==> config.mk <==
export PLATFORM = sky130hd
export DESIGN_NAME = circular_adder
export DESIGN_NICKNAME = d
export VERILOG_FILES = /design/src/rtl/circular_adder_pkg.sv /design/src/rtl/circular_adder.sv
export SDC_FILE = /design/constraint.sdc
export NUM_CORES = 1
export LEC_CHECK = 0
export CAP_MARGIN = 20
export CORE_AREA = 2 2 39 41
export DETAILED_ROUTE_END_ITERATION = 8
export DIE_AREA = 0 0 41 43
export GPL_ROUTABILITY_DRIVEN = 0
export GPL_TIMING_DRIVEN = 0
export HOLD_SLACK_MARGIN = 0.15
export REMOVE_ABC_BUFFERS = 1
export SLEW_MARGIN = 20
export SYNTH_ARGS = -nofsm -noshare
export SYNTH_HDL_FRONTEND = slang
export SYNTH_SLANG_ARGS = --single-unit
==> constraint.sdc <==
create_clock -name clk -period 3.05 [get_ports clk]
set_input_delay 0.61 -clock clk [delete_from_list [all_inputs] [get_ports clk]]
set_output_delay 0.61 -clock clk [all_outputs]
set_load 0.05 [all_outputs]
==> src/rtl/circular_adder_pkg.sv <==
// Shared control definitions for modulo index counters: the default index width
// and a count type for blocks that exchange indices with circular_adder.
package circular_adder_pkg;

    localparam int DEFAULT_WIDTH = 4;

    typedef logic [DEFAULT_WIDTH-1:0] count_t;

endpackage : circular_adder_pkg

==> src/rtl/circular_adder.sv <==
// Modulo counter cycling 0..max inclusive, with max a run-time input.
// Define CIRCULAR_ADDER_WRAP_FLAG_EN to add a registered `wrap` output.
module circular_adder
    import circular_adder_pkg::*;
#(
    parameter int WIDTH = DEFAULT_WIDTH
) (
    input  logic             clk,
    input  logic             rst,
    input  logic             enable,
    input  logic [WIDTH-1:0] max,
`ifdef CIRCULAR_ADDER_WRAP_FLAG_EN
    output logic             wrap,
`endif
    output logic [WIDTH-1:0] out
);

    logic [WIDTH-1:0] r_out;
    logic             w_at_bound;

    // ">=" rather than "==": a max lowered below the count still wraps at once,
    // and the increment below only happens when it cannot overflow.
    assign w_at_bound = (r_out >= max);

    always_ff @(posedge clk) begin
        if (rst) begin
            r_out <= '0;
        end else if (enable) begin
            r_out <= w_at_bound ? '0 : r_out + WIDTH'(1'b1);
        end
    end

    assign out = r_out;

`ifdef CIRCULAR_ADDER_WRAP_FLAG_EN
    logic r_wrap;

    always_ff @(posedge clk) begin
        if (rst) begin
            r_wrap <= 1'b0;
        end else begin
            r_wrap <= enable & w_at_bound;
        end
    end

    assign wrap = r_wrap;
`endif

endmodule : circular_adder

==> out/qor.yml, run 1 <==
clock_latency_ns: 0.23
dieArea_mm2: 0.00176
syn2layout_area_growth_pct: 46.0
cts_buffer_depth: 2
avgSynthCellArea_um2: 9.40
syn_area_um2: 310
cp-end-kind: "output port"
drc_errors: 0
place_hpwl_um: 554
nNetsFinal: 60
whs_path_depth: 2
synth_mux_area_share_pct: 0
ys_ff_latch: 4
internal_power_mw: 0.123
post-route-period-util_pct: 68.1
power_switching_mw: 0.0448
grt_max_degree: 9
min_from: "out[0]$_SDFFE_PP0P_"
pwr-share-comb_pct: 28.0
maxCapViolCount: 0
synth-compound-area-share_pct: 27.0
first_global_vias: 273
die_w_um: 41
yosys.area.top_type: "dfxtp_1"
synth_top_family_by_area: "compound AO/OA/AOI/OAI gates"
via_per_inst: 4.48
worstMarginPinSlew_ns: 0.491
power.total_mw: 0.168
grtUsageMet1_pct: 9.32
drt_iter0_drc: 6
cpPeakStageDelay_ns: 0.84
cts_hold_buf: 0
synth-edff-count: 0
cts_made_buffers: 3
cts_setup_buffers: 0
async_reset_ff_share_pct: 0
wl_per_cell_um: 10.4
critical-path-top-delay-family: "buffers and inverters"
ant_nets: 0
cp_num_buf_inv: 1
crit_type: "flop to output port"
skew_ns: 0.00170
swShare_pct: 26.7
start_util_pct: 22.4
core-area_mm2: 0.00138
antenna_found_initial: 0
cts_tree: "built"
peakVddDrop_mv: 0.143
r2r-start: "out[0]$_SDFFE_PP0P_"
fp.dieH_um: 43
grt_usage_pct: 9.54
use_met3_pct: 3.14
path_max_fanout: 6
regToRegSetupSlack_ns: 1.33
grt_pass1_wl_um: 1060
start_kind: "flop"
grt-ovfl-total: 0
timing.fmax_mhz: 481
portBuffers: 10
htreeDepth: 1
critPathRequiredTime_ns: 2.44
setup_tns_ns: 0
io_pins: 11
clockPowerShare_pct: 37.3
root_buffer: "clkbuf_4"
first_pass_iters: 4
rows: 14
status: "finished clean"
setup-violations-final: 0
yosysMostFrequentCell: "ha_1"
syn_inst: 33
leakage_nw: 0.189
drv_slew: 0
synth_xor_area_share_pct: 2.82
met2_usage_pct: 15.9
yosys_most_used_dff: "dfxtp_1"
finalWirelength_um: 647
r2r_end: "out[3]$_SDFFE_PP0P_"
synth_commonest_cells: "ha_1, dfxtp_1, inv_1"
pwr-share-seq_pct: 34.6
gr-max-usage-layer: "met2"
synth_fa_ha_area_share_pct: 20.2
finalCriticalPeriod_ns: 2.08
diodes: 0
hold_class: "flop to flop"
synth-seq-area-share_pct: 25.8
worstHoldEndpoint: "out[0]$_SDFFE_PP0P_"
synth_top_area_share_pct: 25.8
yosys.area_share.simple_pct: 19.4
powerDensity_mw_per_mm2: 370
drive_gt1_share_pct: 13.0
synth.yosys.warnings: 0
vias: 278
critPathSlowestCell: "clkdlybuf4s50_1"
synth_top_cells_by_area: "dfxtp_1, ha_1, a2111oi_4, nand2b_1, a21oi_1"
path_cells: "clkdlybuf4s50_1"
slew_headroom_pct: 67.2
cts_sinks: 4
largest_reg_flops: 4
r2r_cells: 6
cts-resized-gates: 0
hold_viol_final: 0
crit_arrival_ns: 1.47
rsz0062_at_grt: "no"
cts.reportedPaths.clkPinSlew_ns: 0.04
yosysUniqueCellTypes: 16
-- power by group through the flow --
stage,clock network (mW),registers [mW],logic (mW)
2_1_floorplan,0,0.0661,0.0229
3_3_place_gp,0,0.0589,0.0467
3_5_place_dp,0,0.0590,0.0478
4_1_cts,0.0676,0.0582,0.0480
5_1_grt,0.0709,0.0589,0.0517
6_report,0.0626,0.0581,0.0471
-- layout by cell type, fill, tap and decap left out --
master and n:
clkdlybuf4s50_1 10, ha_1 5, inv_1 4, dfxtp_1 4, nand2b_1 3, nor2_1 3, a21oi_1 3, clkbuf_4 3
o211ai_1 2, nand2b_4 1, a2111oi_4 1, o21a_1 1, nand2_1 1, nor2b_1 1, o22ai_1 1, nand4_1 1
xor2_1 1, a211oi_2 1
-- per-stage QoR --
stage | cells | worst slack, ns | cell area [um^2] | util (%) | hold slack, ns
floorplan | 33 | 1.09 | 310 | - | 0.675
global placement | 59 | 0.774 | 430 | 31.1 | 0.530
detailed placement | 59 | 0.763 | 430 | 31.1 | 0.537
CTS | 62 | 0.954 | 453 | 32.7 | 0.543
global route | 62 | 0.872 | 453 | 32.7 | 0.595
finish | 62 | 0.972 | 453 | 32.7 | 0.535
-- worst max-delay path by stage --
stage | end | start | cells past startpoint | slack, ns
floorplan | out[3]$_SDFFE_PP0P_ | out[0]$_SDFFE_PP0P_ | 6 | 1.09
global placement | out[3]$_SDFFE_PP0P_ | max[0] | 6 | 0.77
detailed placement | out[3]$_SDFFE_PP0P_ | max[0] | 6 | 0.76
CTS | out[1] | out[1]$_SDFFE_PP0P_ | 1 | 0.95
global route | out[0] | out[0]$_SDFFE_PP0P_ | 1 | 0.87
finish | out[2] | out[2]$_SDFFE_PP0P_ | 1 | 0.97
-- cell type report --
class,count,area (um^2)
Clock buffer,3,22.5
Fill cell,150,931
Inverter,4,15.0
Multi-Input combinational cell,25,215
Sequential cell,4,80.1
Tap cell,16,20.0
Timing Repair Buffer,10,100
-- layer usage --
layer	vias to the layer above	part of all wire (%)
li1	145	-
met1	125	39
met2	8	55
met3	0	6.5
met4	0	0
met5	-	0
-- cells by family after synthesis --
family	count (synthesis)
and+or+nand+nor	10
AOI/OAI and AO/OA	9
adders and majority gates	5
buffers and inverters	4
DFF	4
xor gates and xnor gates	1
Power figures use the tool's default switching activity.
==> run 2: changes to the inputs <==
clock period = 1.9 ns   (was 3.05 ns; I/O delays follow)
==> out/qor.yml, run 2 (synthesis gave the netlist of run 1 again) <==
status: "finished clean"
drc_errors: 0
largest_reg_flops: 4
fp.dieH_um: 43
die_w_um: 41
wl_per_cell_um: 10.5
finalWirelength_um: 650
path_cells: "clkdlybuf4s50_1 -> ha_1 -> nand2b_4 -> a2111oi_4 -> nor2_1 -> a211oi_2"
timing.fmax_mhz: 550
powerDensity_mw_per_mm2: 584
cp-end-kind: "flop"
nNetsFinal: 60
slew_headroom_pct: 66.5
vias: 274
via_per_inst: 4.42
htreeDepth: 1
cts_made_buffers: 3
cp.depth: 6
critPathSlowestCell: "a2111oi_4"
maxCapViolCount: 0
core-area_mm2: 0.00138
antenna_found_initial: 0
hold_class: "flop to flop"
crit_type: "primary input to flop"
syn2layout_area_growth_pct: 48.4
hold_viol_final: 0
diodes: 0
cts.reportedPaths.clkPinSlew_ns: 0.04
holdWs_ns: 0.533
start_kind: "primary input"
setup_tns_ns: 0
stdcell_count: 62
cts_buffer_depth: 2
critical-path-top-delay-family: "compound AO/OA/AOI/OAI gates"
cts_hold_buf: 0
leakage_nw: 0.239
place_hpwl_um: 554
layout_commonest_cell: "clkdlybuf4s50_1"
io_pins: 11
root_buffer: "clkbuf_4"
drv_slew: 0
path_max_fanout: 4
drt_iter0_drc: 6
finalCriticalPeriod_ns: 1.82
cts_setup_buffers: 0
portBuffers: 10
clock_latency_ns: 0.23
rows: 14
critPathRequiredTime_ns: 2.05
setup-violations-final: 0
mostFrequentLayoutCells: "clkdlybuf4s50_1, ha_1, inv_1, dfxtp_1"
grt_max_degree: 9
cts_tree: "built"
grt_pass1_wl_um: 1060
first_pass_iters: 2
ant_nets: 0
placed_cells: 59
start_util_pct: 22.4
power.total_mw: 0.269
grt-ovfl-total: 0
cp_num_buf_inv: 1
drive_gt1_share_pct: 13.0
final_util_pct: 33.3
rsz0062_at_grt: "no"
skew_ns: 0.00170
cts_sinks: 4
crit_arrival_ns: 1.96
grt_usage_pct: 9.54
r2r_cells: 6
worstMarginPinSlew_ns: 0.501
post-route-period-util_pct: 95.6
cpPeakStageDelay_ns: 0.42
whs_path_depth: 2
dieArea_mm2: 0.00176
first_global_vias: 273
peakVddDrop_mv: 0.229
-- run 2: cell count changes in the layout (fill, tap and decap cells not counted), sizes merged --
| cell | before | now |
|---|---|---|
| dlymetal6s2s | 0 | 3 |
| clkdlybuf4s50 | 10 | 7 |
-- run 2: what timing repair did --
item                                    CTS  global route
endpoints found under the hold margin     0             0
endpoints found under the setup margin    0             3
resized for setup                         0             3
-- run 2: final cells by class --
class                           count  area (um^2)
Clock buffer                        3         22.5
Multi-Input combinational cell     25          215
Inverter                            4         15.0
Timing Repair Buffer               10          108
Tap cell                           16         20.0
Fill cell                         151          923
Sequential cell                     4         80.1
-- run 2: metrics by stage --
step / setup WS, ns / cell area, um^2
2_1_floorplan: -0.0630 / 310
3_3_place_gp: -0.146 / 430
3_5_place_dp: -0.157 / 430
4_1_cts: 0.0338 / 453
5_1_grt: 0.00727 / 460
6_report: 0.0835 / 460
-- run 2: worst paths after layout --
check                      startpoint  slack [ns]                   to
hold reg to reg   out[0]$_SDFFE_PP0P_        0.53  out[0]$_SDFFE_PP0P_
hold / removal    out[0]$_SDFFE_PP0P_        0.53  out[0]$_SDFFE_PP0P_
setup / recovery               max[0]        0.08  out[3]$_SDFFE_PP0P_
setup reg to reg  out[0]$_SDFFE_PP0P_        0.19  out[3]$_SDFFE_PP0P_
-- run 2: report_power, final --
group | internal (mW) | leakage [nW] | switching, mW
clock network | 0.0703 | 0.0138 | 0.0302
logic | 0.0385 | 0.193 | 0.0368
registers | 0.0882 | 0.0326 | 0.00481
total | 0.197 | 0.239 | 0.0718
-- run 2: worst reg2reg max path, cell delays in order (launching register included) --
cell and delay, ns:
dfxtp_1 0.39, inv_1 0.08, ha_1 0.27, nand2b_4 0.15, a2111oi_4 0.42, nor2_1 0.11
a211oi_2 0.22
-- run 2: metal layers --
| layer | global-route usage (%) | vias to the layer above | routed length, um |
|---|---|---|---|
| met5 | 0 | - | 0 |
| met4 | 6.00 | 0 | 0 |
| met3 | 3.14 | 0 | 58 |
| met2 | 15.9 | 8 | 352 |
| met1 | 9.32 | 121 | 239 |
| li1 | - | 145 | - |
